--- src/rtl/bram_fifo_ctrl_pkg.sv ---
// Shared definitions for the BRAM-backed FWFT FIFO controller: output-stage
// state encodings (which double as the stage occupancy) and almost-flag defaults.
package bram_fifo_ctrl_pkg;

  typedef enum logic [1:0] {
    OUT_EMPTY = 2'd0,
    OUT_ONE   = 2'd1,
    OUT_TWO   = 2'd2
  } out_state_t;

  localparam int AF_DEFAULT_OFFSET = 4;
  localparam int AE_DEFAULT_THRESH = 4;

endpackage

--- src/rtl/bram_fifo_out_stage.sv ---
// Two-entry output register that hides the BRAM read latency.
// The head word is always entry 0; entry 1 shifts down on a pop.
module bram_fifo_out_stage
  import bram_fifo_ctrl_pkg::*;
#(
  parameter int RAM_WIDTH = 64
) (
  input  logic                 clka,
  input  logic                 rstb,
  input  logic                 flush,
  input  logic                 cap_valid,
  input  logic [RAM_WIDTH-1:0] cap_data,
  input  logic                 pop,
  output logic                 m_valid,
  output logic [RAM_WIDTH-1:0] m_data,
  output logic [1:0]           out_cnt
);

  out_state_t           state_q, state_d;
  logic [RAM_WIDTH-1:0] entry0_q, entry0_d;
  logic [RAM_WIDTH-1:0] entry1_q, entry1_d;

  always_ff @(posedge clka) begin
    if (!rstb || flush) begin
      state_q  <= OUT_EMPTY;
      entry0_q <= '0;
      entry1_q <= '0;
    end else begin
      state_q  <= state_d;
      entry0_q <= entry0_d;
      entry1_q <= entry1_d;
    end
  end

  // The issue logic never delivers a capture into a full stage without a pop.
  always_comb begin
    state_d  = state_q;
    entry0_d = entry0_q;
    entry1_d = entry1_q;
    case (state_q)
      OUT_EMPTY: begin
        if (cap_valid) begin
          entry0_d = cap_data;
          state_d  = OUT_ONE;
        end
      end
      OUT_ONE: begin
        if (cap_valid && pop) begin
          entry0_d = cap_data;
        end else if (cap_valid) begin
          entry1_d = cap_data;
          state_d  = OUT_TWO;
        end else if (pop) begin
          state_d = OUT_EMPTY;
        end
      end
      OUT_TWO: begin
        if (pop) begin
          entry0_d = entry1_q;
          if (cap_valid) entry1_d = cap_data;
          else           state_d  = OUT_ONE;
        end
      end
      default: state_d = OUT_EMPTY;
    endcase
  end

  assign m_valid = (state_q != OUT_EMPTY);
  assign m_data  = entry0_q;
  assign out_cnt = 2'(state_q);

endmodule

--- src/rtl/bram_fifo_ctrl.sv ---
// FWFT FIFO sequencer for a simple-dual-port BRAM with 1-cycle registered read.
// Optional almost_full/almost_empty flags are enabled by BRAM_FIFO_ALMOST_FLAGS_EN.
module bram_fifo_ctrl
  import bram_fifo_ctrl_pkg::*;
#(
  parameter int RAM_WIDTH = 64,
  parameter int RAM_DEPTH = 512
`ifdef BRAM_FIFO_ALMOST_FLAGS_EN
  ,
  parameter int AF_THRESH = RAM_DEPTH - AF_DEFAULT_OFFSET,
  parameter int AE_THRESH = AE_DEFAULT_THRESH
`endif
) (
  input  logic                         clka,
  input  logic                         rstb,
  input  logic                         flush,
  input  logic                         s_valid,
  output logic                         s_ready,
  input  logic [RAM_WIDTH-1:0]         s_data,
  output logic                         m_valid,
  input  logic                         m_ready,
  output logic [RAM_WIDTH-1:0]         m_data,
  output logic [$clog2(RAM_DEPTH):0]   count,
  output logic                         full,
  output logic                         empty,
  output logic                         ram_wren,
  output logic [$clog2(RAM_DEPTH)-1:0] ram_addra,
  output logic [RAM_WIDTH-1:0]         ram_dina,
  output logic                         ram_rden,
  output logic [$clog2(RAM_DEPTH)-1:0] ram_addrb,
  output logic                         ram_rstb,
  input  logic [RAM_WIDTH-1:0]         ram_doutb
`ifdef BRAM_FIFO_ALMOST_FLAGS_EN
  ,
  output logic                         almost_full,
  output logic                         almost_empty
`endif
);

  localparam int AW = $clog2(RAM_DEPTH);
  localparam int CW = AW + 1;

  logic [AW-1:0] wr_ptr_q, rd_ptr_q;
  logic [CW-1:0] ram_cnt_q, ram_cnt_d;
  logic [CW-1:0] count_q, count_d;
  logic          inflight_q;
  logic          push, pop, issue;
  logic [1:0]    out_cnt;
  logic [2:0]    stage_occ;

  assign full    = (count_q == CW'(RAM_DEPTH));
  assign empty   = (count_q == '0);
  assign s_ready = rstb & ~full;
  assign push    = s_valid & s_ready & ~flush;
  assign pop     = m_valid & m_ready;
  assign count   = count_q;

  // Words already committed to the output side after this cycle's pop; keep it below two.
  assign stage_occ = 3'(out_cnt) + 3'(inflight_q);
  assign issue     = (ram_cnt_q != '0) && (stage_occ < (3'd2 + 3'(pop)));

  assign ram_wren  = push;
  assign ram_addra = wr_ptr_q;
  assign ram_dina  = s_data;
  assign ram_rden  = 1'b0;
  assign ram_addrb = rd_ptr_q;
  assign ram_rstb  = 1'b0;

  always_comb begin
    ram_cnt_d = ram_cnt_q;
    count_d   = count_q;
    if (push && !issue)      ram_cnt_d = ram_cnt_q + CW'(1);
    else if (issue && !push) ram_cnt_d = ram_cnt_q - CW'(1);
    if (push && !pop)        count_d = count_q + CW'(1);
    else if (pop && !push)   count_d = count_q - CW'(1);
  end

  always_ff @(posedge clka) begin
    if (!rstb || flush) begin
      wr_ptr_q   <= '0;
      rd_ptr_q   <= '0;
      ram_cnt_q  <= '0;
      count_q    <= '0;
      inflight_q <= 1'b0;
    end else begin
      if (push) wr_ptr_q <= (wr_ptr_q == AW'(RAM_DEPTH - 1)) ? '0 : wr_ptr_q + AW'(1);
      if (issue) rd_ptr_q <= (rd_ptr_q == AW'(RAM_DEPTH - 1)) ? '0 : rd_ptr_q + AW'(1);
      ram_cnt_q  <= ram_cnt_d;
      count_q    <= count_d;
      inflight_q <= issue;
    end
  end

  bram_fifo_out_stage #(
    .RAM_WIDTH (RAM_WIDTH)
  ) u_out_stage (
    .clka      (clka),
    .rstb      (rstb),
    .flush     (flush),
    .cap_valid (inflight_q),
    .cap_data  (ram_doutb),
    .pop       (pop),
    .m_valid   (m_valid),
    .m_data    (m_data),
    .out_cnt   (out_cnt)
  );

`ifdef BRAM_FIFO_ALMOST_FLAGS_EN
  logic [CW-1:0] count_nx;
  assign count_nx = flush ? '0 : count_d;

  // Registered from the next count so the flags line up with count itself.
  always_ff @(posedge clka) begin
    if (!rstb) begin
      almost_full  <= 1'b0;
      almost_empty <= 1'b1;
    end else begin
      almost_full  <= (int'(count_nx) >= AF_THRESH);
      almost_empty <= (int'(count_nx) <= AE_THRESH);
    end
  end
`endif

endmodule

--- config.mk ---
export PLATFORM = sky130hd
export DESIGN_NAME = bram_fifo_ctrl
export DESIGN_NICKNAME = d
export VERILOG_FILES = /design/src/rtl/bram_fifo_ctrl_pkg.sv /design/src/rtl/bram_fifo_out_stage.sv /design/src/rtl/bram_fifo_ctrl.sv
export SDC_FILE = /design/constraint.sdc
export NUM_CORES = 1
export LEC_CHECK = 0
export CORE_MARGIN = 2
export CORE_UTILIZATION = 47
export CTS_BUF_LIST = sky130_fd_sc_hd__clkbuf_2 sky130_fd_sc_hd__clkbuf_4 sky130_fd_sc_hd__clkbuf_8
export CTS_CLUSTER_DIAMETER = 120
export DETAILED_ROUTE_END_ITERATION = 12
export HOLD_SLACK_MARGIN = 0.05
export PLACE_DENSITY = 0.83
export SETUP_SLACK_MARGIN = 0.02
export SLEW_MARGIN = 20
export SYNTH_ARGS = -nofsm -noshare
export SYNTH_HDL_FRONTEND = slang
export SYNTH_SLANG_ARGS = --single-unit
--- constraint.sdc ---
create_clock -name clka -period 4.7 [get_ports clka]
set_input_delay 0.94 -clock clka [delete_from_list [all_inputs] [get_ports clka]]
set_output_delay 0.94 -clock clka [all_outputs]
set_load 0.03 [all_outputs]
After elaboration in Yosys (flattened, before gate mapping)
Cells that the tools add are included.

Flip-flop bits (word level): 169. Bits of input ports: 133. Output and inout port bits: 163. Word-level logic and storage cells: 77.

$add $sub $neg: 8. Order comparisons: 1. Equality and inequality tests: 11. Muxes and demuxes: 21. Bitwise logic cells: 6. Reduce and logical (&&, ||, !) cells: 22.

Operators by type and width (count): $mux W64 (6); $pmux W64 S3 (1); $pmux W64 S2 (1); $mux W10 (4); $add A10 B1 Y10 const B (2); $sub A10 B1 Y10 const B (2); $add A9 B1 Y9 const B (2); $eq A9 B9 Y1 const B (2); $mux W9 (2); $mux W2 (6); $eq A10 B10 Y1 const B (1); $logic_not A10 Y1 (1); $reduce_bool A10 Y1 (1); $ne A2 B2 Y1 const B (4); $reduce_bool A2 Y1 (4); $logic_and A1 B1 Y1 (6); $pmux W2 S3 (1); $reduce_and A5 Y1 (1); $and A1 B1 Y1 (4); $logic_not A1 Y1 (4); $reduce_and A4 Y1 (1); $add A2 B1 Y3 (1); $add A2 B1 Y3 const A (1); $lt A3 B3 Y1 (1); other kinds (9) (10).

Longest topological paths before layout
Gate-level depths: netlist (run 1).

Word-level depth: 9. Mapped depth: 14. Mapped depth without buffers: 13.

By module
A second synthesis (run 1) with hierarchy kept.

Cells, all modules: 1003. Area, all modules: 9312.7 µm².

Modules (own cells, without submodules): bram_fifo_out_stage (times used 1, cells each 597, area each 6045.8 µm², sequential area each 2602.5 µm²); bram_fifo_ctrl (times used 1, cells each 406, area each 3266.9 µm², sequential area each 780.7 µm²).

Least setup slack after synthesis (run 1)
No wires, ideal clock.

Kind: input -> register. Start point: input port flush. End point: register ram_cnt_q[8]. Setup time: 91 ps. Data arrival time: 4531 ps. Path slack: 78 ps. Cell stages on the path: 13. Path buffers: 3. Cell sequence: nand2b_1 buf_2 buf_2 buf_1 nor3_1 ha_1 inv_1 ha_1 nor2b_1 o31a_1 o41ai_1 mux2_2 a311oi_1.

Word-level cells in the longest chain between the ends: 5.

RTL lines: start: declaration (line bram_fifo_ctrl.sv:16) `input logic flush,`; $not A1 Y1 * (line bram_fifo_ctrl.sv:54) `assign push = s_valid & s_ready & ~flush;`; $and A1 B1 Y1 * (line bram_fifo_ctrl.sv:54); via ram_wren (line bram_fifo_ctrl.sv:26) `output logic ram_wren,`; $logic_not A1 Y1 (line bram_fifo_ctrl.sv:73) `else if (issue && !push) ram_cnt_d = ram_cnt_q - CW'(1);`; $logic_and A1 B1 Y1 (line bram_fifo_ctrl.sv:73); $reduce_bool A2 Y1 (no line); end signal: assignment (line bram_fifo_ctrl.sv:88) `ram_cnt_q <= ram_cnt_d;`; end: declaration (line bram_fifo_ctrl.sv:44) `logic [CW-1:0] ram_cnt_q, ram_cnt_d;`.

Mark *: on every way through the listed nets, which the timed path passes. The rest lies on a longest branch. A chain may end at the register's enable or synchronous reset.

Worst setup path after layout (run 1)
Start point: input port rstb. End point: register ram_cnt_q[8].

Word-level cells in the longest chain between the ends: 6.

RTL lines: start: declaration (line bram_fifo_ctrl.sv:15) `input logic rstb,`; $and A1 B1 Y1 (line bram_fifo_ctrl.sv:53) `assign s_ready = rstb & ~full;`; $and A1 B1 Y1 (2 in series) (line bram_fifo_ctrl.sv:54); $logic_not A1 Y1 (line bram_fifo_ctrl.sv:73); $logic_and A1 B1 Y1 (line bram_fifo_ctrl.sv:73); $reduce_bool A2 Y1 (no line).

Several ways; a longest one is shown, not always the timed one.

==> flow_summary.json, run 1 <==
{
  "power_density_mw_per_mm2": 438.5,
  "async_flop_share_pct": 0,
  "synth_flop_cell": "dfxtp_1",
  "clockBufferDepth": 2,
  "final_common_cell": "dfxtp_1",
  "finalCritPeriodShare_pct": 78.83,
  "antenna_left": 0,
  "antenna_found_initial": 0,
  "finalWirelength_mm": 19.91,
  "crit_family": "compound AO/OA/AOI/OAI gates",
  "setup_viol": 0,
  "core_sq_mm": 0.01796,
  "p_comb_share_pct": 40.1,
  "numPortBuffers": 165,
  "hp-class": "register to register",
  "slew_headroom_pct": 27.87,
  "tritoncts": "yes",
  "ios": 296,
  "critPathKind": "input port to register",
  "cpPeakStageDelay_ps": 530,
  "switching_share_pct": 40.04,
  "cts-root-buf": "clkbuf_8",
  "wl_per_cell_microns": 15.36,
  "die_area_sq_mm": 0.01945,
  "h-tree-depth": 4,
  "layout-drive-gt1-share_pct": 10.31,
  "fin_nets": 1213,
  "grt_max_degree": 90,
  "post_cts_buffers": 0,
  "finalWeightedCongestion": 0.8358,
  "p_switching_mw": 1.813,
  "first_iter_violations": 315,
  "hold_buffers": 0,
  "power.clock.fraction_pct": 23.2,
  "synth_area_sq_mm": 0.008623,
  "final_cell_mix": "dfxtp_1, clkdlybuf4s50_1, nand2_1",
  "netlist_instances": 985,
  "vias": 7129,
  "outcome": "finished clean",
  "cpMostUsedCell": "ha_1",
  "regToRegSetupSlack_ps": 1130,
  "first_global_vias": 6631,
  "die_y_microns": 139.5,
  "required_ps": 5070,
  "preCtsSetupSlack_ps": 514.1,
  "tightest_slew_ps": 1082,
  "synth.ff_latch_count": 169,
  "peakVddDrop_uv": 286.4,
  "ys_seq_area_share_pct": 39.23,
  "hold_violations": 0,
  "grt_pass1_wl_mm": 32.31,
  "drv_slew": 0,
  "finClkSkew_ps": 20.81,
  "path_buf_inv": 2,
  "startpoint_type": "input port",
  "cts_resized": 0,
  "drc": 0,
  "pwr-share-seq_pct": 36.7,
  "rows": 49,
  "start_util_pct": 48.00,
  "post-route-min-period_ps": 3705,
  "viasPerCell": 5.501,
  "end_kind": "register",
  "dp_hpwl_mm": 13.49,
  "clkSlewWorstSetupHoldPaths_ps": 100,
  "internal_power_mw": 2.715,
  "synth.distinct_cells": 54,
  "clock.fmax_mhz": 269.9,
  "rsz0062_at_grt": "no",
  "grt.total_usage_pct": 19.84,
  "timing.hold.ws_ps": 460.1,
  "leakage_nw": 3.956,
  "synth_area_per_cell_sq_um": 8.755,
  "synth.yosys.warnings": 0,
  "cap_violations": 0,
  "cp_max_fo": 4,
  "startpoint": "rstb",
  "synth_edf_count": 0,
  "worst_slack_ps": 994.9,
  "n_antenna_cell": 0,
  "crit_slowest_cell": "clkdlybuf4s50_1",
  "crit_path_cell_trace": "clkdlybuf4s50_1 -> nand2b_4 -> nor3_1 -> ha_1 -> inv_1 -> ha_1 -> nor2b_1 -> o31a_1 -> o41ai_1 -> mux2_2 -> a311oi_1",
  "hp-start": "u_out_stage.entry1_q[56]",
  "die_w_microns": 139.5,
  "cts_inserted_buffers": 17,
  "reg2reg_from": "count[0]",
  "setup-tns-final_ps": 0,
  "syn_to_final_growth_pct": 19.73,
  "cts.sinks": 169,
  "clock_latency_ps": 460,
  "nFillCells": 1603,
  "arrival_ps": 4070,
  "grt_overflow_total": 0,
  "first_pass_iters": 5
}
-- power groups by stage --
stage | Clock (mW) | Sequential (mW) | Combinational, mW
after floorplan | 0 | 1.84 | 1.27
after global placement | 0 | 1.69 | 1.77
after detailed placement | 0 | 1.69 | 1.81
after CTS | 1.08 | 1.66 | 1.82
after global routing | 1.14 | 1.68 | 2.00
final | 1.05 | 1.66 | 1.82
-- cells by family (layout without fill, tap and decap cells) --
family / after synthesis / count (layout) / share of synthesized area, %
xor gates and xnor gates: 3 / 3 / 0.3048
buffers and inverters: 148 / 229 / 10.59
AOI/OAI and AO/OA: 229 / 229 / 20.05
muxes: 73 / 73 / 8.517
other: 1 / 2 / 0.04349
and+or+nand+nor: 336 / 336 / 17.31
DFF: 169 / 169 / 39.23
adders and majority gates: 26 / 26 / 3.947
-- metrics by stage --
stage	instances	utilization, %	power (mW)	cell area, sq um
3_3_place_gp	1263	55.05	3.466	9889
4_1_cts	1295	57.32	4.562	10300
6_report	1296	57.48	4.527	10320
5_1_grt	1296	57.48	4.823	10320
3_5_place_dp	1263	55.05	3.508	9889
2_1_floorplan	986	-	3.112	8627
-- layout make-up --
type	instances	area, sq um	area share, %
well taps	229	286.5	2.775
clock buffers	17	234.0	2.266
clock inverters	15	173.9	1.684
flip-flops and latches	169	3383	32.77
inverters	18	67.56	0.6544
multi-input cells	669	4365	42.28
repair buffers	179	1814	17.57
-- worst paths after layout --
| kind | endpoint | cells past startpoint |
|---|---|---|
| max reg2reg | ram_cnt_q[8] | 12 |
| max | ram_cnt_q[8] | 11 |
| min reg2reg | u_out_stage.entry1_q[56] | 2 |
| min | u_out_stage.entry1_q[56] | 2 |
-- routing by layer --
| metal | GRT usage [%] | share of wire, % |
|---|---|---|
| met1 | 25.50 | 45 |
| met2 | 32.84 | 48 |
| met3 | 4.129 | 5.2 |
| met4 | 7.602 | 2.5 |
| met5 | 0 | 0 |
-- registers in the layout, indices dropped and copies added, names as in the netlist --
| name | count |
|---|---|
| u_out_stage.entry1_q | 64 |
| u_out_stage.m_data | 64 |
| count | 10 |
| ram_cnt_q | 10 |
| ram_addra | 9 |
| ram_addrb | 9 |
| u_out_stage.out_cnt | 2 |
| inflight_q | 1 |
-- tightest hold or removal path: stages, from the launching register on --
cell     delay [ps]
dfxtp_1         320
nand2_1          50
a21oi_1          50
-- cells in the mapped netlist, drive strengths merged, types with 2 or more instances --
cell     count  area share, %
mux2i       70            8.1
clkbuf      17           0.74
a311o        4           0.46
a2111oi      2           0.20
xor2         3           0.30
a211oi      69            8.9
buf        113            9.1
nor3        10           0.58
and4b        2           0.23
o41ai        2           0.20
a21oi       92            5.3
ha          24            3.5
a32o         7           0.81
nand4        7           0.51
nand2b       2           0.15
o21bai       2           0.17
nor4b        2           0.20
and3        13           0.94
o21a         9           0.78
o21ai       25            1.5
mux2         3           0.39
a31oi        3           0.22
nor4         8           0.65
fa           2           0.46
o22ai        2           0.15
nor3b        7           0.61
nor2b       10           0.75
nand3       14           0.81
o31a         2           0.20
inv         18           0.78
nand2      149            6.5
dfxtp      169             39
o22a         3           0.30
nor2       102            4.6
nand3b       7           0.61
a21o         2           0.17
and2         2           0.15
Power figures use the tool's default switching activity.
==> inputs of run 2 (changes only) <==
Settings changed: CORE_UTILIZATION 47 to 43, PLACE_DENSITY 0.83 to 0.79.
Clock period 4.7 ns to 3.1 ns, I/O delays scaled along.
==> flow_summary.json, run 2 (synthesis gave the netlist of run 1 again) <==
{
  "finalCritPeriodShare_pct": 95.38,
  "timing.hold.ws_ps": 456.2,
  "post_cts_buffers": 0,
  "tritoncts": "yes",
  "core_sq_mm": 0.01959,
  "wl_per_cell_microns": 14.82,
  "antenna_found_initial": 0,
  "hp-class": "register to register",
  "worst_slack_ps": 143.1,
  "startpoint_type": "register",
  "cap_violations": 0,
  "clockBufferDepth": 2,
  "leakage_nw": 4.179,
  "hold_depth": 2,
  "final_common_cell": "dfxtp_1",
  "power_density_mw_per_mm2": 685.7,
  "critPathKind": "register to output pin",
  "first_pass_iters": 6,
  "drc": 0,
  "fin_cells": 1367,
  "post-route-min-period_ps": 2957,
  "viasPerCell": 5.293,
  "cp_max_fo": 4,
  "slew_headroom_pct": 39.92,
  "rsz0062_at_grt": "yes",
  "clkSlewWorstSetupHoldPaths_ps": 100,
  "syn_to_final_growth_pct": 25.01,
  "drv_slew": 0,
  "grt.total_usage_pct": 18.71,
  "preCtsSetupSlack_ps": -244.1,
  "h-tree-depth": 4,
  "nFillCells": 1741,
  "required_ps": 2480,
  "antenna_left": 0,
  "first_global_vias": 6823,
  "hold_violations": 0,
  "outcome": "finished clean",
  "cts.sinks": 169,
  "finalPower_mw": 7.392,
  "finalInstanceArea_sq_mm": 0.01078,
  "arrival_ps": 2340,
  "setup_viol": 0,
  "place_inst": 1335,
  "vias": 7236,
  "rows": 51,
  "finalWirelength_mm": 20.25,
  "tightest_slew_ps": 901.2,
  "reg2reg_depth": 12,
  "final_cell_mix": "dfxtp_1, clkdlybuf4s50_1, nand2_1",
  "cts_inserted_buffers": 17,
  "die_w_microns": 145.6,
  "first_iter_violations": 406,
  "start_util_pct": 44.02,
  "dp_hpwl_mm": 13.75,
  "peakVddDrop_uv": 648.5,
  "die_area_sq_mm": 0.02120,
  "cts-root-buf": "clkbuf_8",
  "finClkSkew_ps": 15.39,
  "grt_pass1_wl_mm": 33.22,
  "layout-drive-gt1-share_pct": 14.79,
  "grt_max_degree": 74,
  "clock.fmax_mhz": 338.2,
  "clock_latency_ps": 450,
  "ios": 296,
  "n_antenna_cell": 0,
  "hold_buffers": 0,
  "finalWeightedCongestion": 0.9156,
  "fin_nets": 1248,
  "end_kind": "output pin",
  "grt_overflow_total": 0,
  "numPortBuffers": 165,
  "dpl_cell_area_sq_mm": 0.01032,
  "die_y_microns": 145.6
}
run 2: cell count changes in the layout (fill, tap and decap cells not counted), sizes merged:
cell | previous run | this run
buf | 14 | 50
clkinv | 7 | 0
bufinv | 0 | 3
clkinvlp | 0 | 3
clkdlybuf4s50 | 165 | 163
dlymetal6s2s | 0 | 1
inv | 26 | 27
run 2: report_power, final:
group	leakage, nW	switching (mW)	internal (mW)
clock network	0.212	0.896	0.831
logic	2.60	1.76	1.37
registers	1.37	0.167	2.37
total	4.18	2.82	4.57
run 2: path summary, 6_finish.rpt:
| check | from | end | slack [ps] |
|---|---|---|---|
| worst max-delay path | count[4] | s_ready | 140 |
| worst min-delay path | u_out_stage.entry1_q[1] | u_out_stage.entry1_q[1] | 460 |
| worst max register to register | count[4] | count[6] | 150 |
| worst min register to register | u_out_stage.entry1_q[1] | u_out_stage.entry1_q[1] | 460 |
run 2: per-stage QoR:
step	utilization, %	TNS, ps
final	55.03	0
after global routing	55.03	0
after global placement	52.68	-724.3
after detailed placement	52.68	-1435
after CTS	54.95	0
after floorplan	-	-821.7
run 2: repair_timing:
| item | in CTS | in global routing |
|---|---|---|
| resized for setup | 1 | 5 |
| endpoints found under the setup margin | 2 | 5 |
| cloned | 0 | 0 |
run 2: routing by layer:
layer	GRT usage [%]	vias to the layer above	wire length, microns
met3	4.013	42	913
met1	23.31	3424	9101
li1	-	3597	-
met4	6.814	0	466
met2	31.92	173	9772
met5	0	-	0
run 2: critical path, stage by stage, from the launching register on:
cell,delay (ps)
dfxtp_1,370
nor4_4,330
nand3_1,190
nor2_2,200
buf_4,170
nor2b_1,40
clkdlybuf4s50_1,580
run 2: final cells by class:
type                            instances  area [sq um]  share of cell area (%)
Timing Repair Buffer                  214          2069                   19.20
Inverter                               18         75.07                  0.6964
Multi-Input combinational cell        669          4484                   41.60
Tap cell                              265         331.6                   3.076
Clock buffer                           17         234.0                   2.170
Sequential cell                       169          3385                   31.40
Clock inverter                         15         201.4                   1.869
==> inputs of run 3 (changes only) <==
Settings changed: RECOVER_POWER set to 100.
==> flow_summary.json, run 3 (synthesis gave the netlist of run 1 again) <==
{
  "outcome": "finished clean",
  "tightest_slew_ps": 1444,
  "setup-tns-final_ps": 0,
  "required_ps": 2480,
  "ios": 296,
  "grt_overflow_total": 0,
  "top_layer_used": "met4",
  "h-tree-depth": 4,
  "dp_hpwl_mm": 13.75,
  "grt_pass1_wl_mm": 33.22,
  "wl_met1_mm": 9.152,
  "wl_per_cell_microns": 14.83,
  "hold_violations": 0,
  "rsz0062_at_grt": "yes",
  "antenna_left": 0,
  "finalPower_mw": 7.252,
  "finalInstanceArea_sq_mm": 0.01061,
  "cts.sinks": 169,
  "layout-drive-gt1-share_pct": 12.43,
  "grt.total_usage_pct": 18.71,
  "leakage_nw": 4.433,
  "arrival_ps": 2310,
  "setup_viol": 0,
  "final_common_cell": "dfxtp_1",
  "drc": 0,
  "finalWeightedCongestion": 0.9156,
  "cp_max_fo": 4,
  "cts_inserted_buffers": 17,
  "rows": 51,
  "viasPerCell": 5.317,
  "vias": 7268,
  "cts-root-buf": "clkbuf_8",
  "multi_input_area_sq_mm": 0.004358,
  "worst_slack_ps": 170.9,
  "cap_violations": 0,
  "critPathKind": "register to output pin",
  "preCtsSetupSlack_ps": -244.1,
  "grt_max_degree": 74,
  "post_cts_buffers": 0,
  "wl_met2_mm": 9.896,
  "numPortBuffers": 165,
  "hp-class": "register to register",
  "clockBufferDepth": 2,
  "reg2reg_to": "count[6]",
  "clkSlewWorstSetupHoldPaths_ps": 100,
  "startpoint": "count[4]",
  "clock.fmax_mhz": 341.4,
  "regToRegSetupSlack_ps": 180,
  "post-route-min-period_ps": 2929,
  "setup.worst_path.end": "s_ready",
  "nFillCells": 1777,
  "die_y_microns": 145.6,
  "wl_met3_microns": 792,
  "finalCritPeriodShare_pct": 94.49,
  "slew_headroom_pct": 3.743,
  "tritoncts": "yes",
  "fin_nets": 1248,
  "finalWirelength_mm": 20.28,
  "antenna_found_initial": 0,
  "peakVddDrop_uv": 637.7,
  "clock_latency_ps": 450,
  "drv_slew": 0,
  "final-seq-area_sq_mm": 0.003385,
  "core_sq_mm": 0.01959,
  "dpl_cell_area_sq_mm": 0.01032,
  "power_density_mw_per_mm2": 683.6,
  "reg2reg_from": "count[4]",
  "start_util_pct": 44.02,
  "syn_to_final_growth_pct": 23.03,
  "first_pass_iters": 4,
  "n_antenna_cell": 0,
  "first_global_vias": 6823,
  "final_util_pct": 54.15,
  "final_cell_mix": "dfxtp_1, nand2_1, nor2_1",
  "die_w_microns": 145.6,
  "startpoint_type": "register",
  "end_kind": "output pin",
  "reg2reg_depth": 12,
  "die_area_sq_mm": 0.02120,
  "finClkSkew_ps": 16.51,
  "first_iter_violations": 424
}
-- run 3: changes by cell type in the layout (fill, tap and decap cells not counted), sizes merged --
| cell | previous run | this run |
|---|---|---|
| clkdlybuf4s50 | 163 | 69 |
| clkbuf | 17 | 29 |
| dlygate4sd3 | 0 | 94 |
| buf | 50 | 39 |
| dlymetal6s2s | 1 | 0 |
-- run 3: metrics by stage --
| stage | hold slack (ps) | cells |
|---|---|---|
| 2_1_floorplan | 434.5 | 986 |
| 4_1_cts | 458.8 | 1367 |
| 5_1_grt | 469.2 | 1367 |
| 3_3_place_gp | 440.7 | 1335 |
| 3_5_place_dp | 445.6 | 1335 |
| 6_report | 456.3 | 1367 |
-- run 3: routing by layer --
metal | track usage, % | up-vias
li1 | - | 3599
met1 | 23.31 | 3465
met2 | 31.92 | 162
met3 | 4.013 | 42
met4 | 6.814 | 0
met5 | 0 | -
-- run 3: power by group --
part | switching [mW] | internal, mW | leakage [nW]
logic | 1.71 | 1.28 | 2.85
registers | 0.161 | 2.37 | 1.37
clock network | 0.893 | 0.832 | 0.212
total | 2.77 | 4.48 | 4.43
-- run 3: worst max-delay path, cell delays in order (launching register included) --
cell             delay, ps
dfxtp_1                370
nor4_4                 330
nand3_1                190
nor2_2                 170
clkbuf_2               170
nor2b_1                 50
clkdlybuf4s50_1        580
-- run 3: area by class of cell --
cell class,instances,area share (%)
tap,265,3.125
timing repair buffer,214,19.08
sequential,169,31.90
clock buffer,17,2.205
inverter,18,0.7076
multi-input combinational,669,41.08
clock inverter,15,1.899
-- run 3: worst min-delay path by stage --
stage | from | end | slack, ps | depth (start not counted)
floorplan | u_out_stage.entry1_q[0] | u_out_stage.entry1_q[0] | 430 | 2
global placement | u_out_stage.entry1_q[14] | u_out_stage.entry1_q[14] | 440 | 2
CTS | u_out_stage.entry1_q[47] | u_out_stage.entry1_q[47] | 460 | 2
finish | u_out_stage.entry1_q[1] | u_out_stage.entry1_q[1] | 460 | 2
global route | u_out_stage.entry1_q[47] | u_out_stage.entry1_q[47] | 470 | 2
detailed placement | u_out_stage.entry1_q[59] | u_out_stage.entry1_q[59] | 450 | 2
-- run 3: timing repair --
action                                  CTS  global route
hold buffers                              0             0
endpoints found under the setup margin    2             5
hold endpoints to repair                  0             0
resized for setup                         1             5
cloned                                    0             0
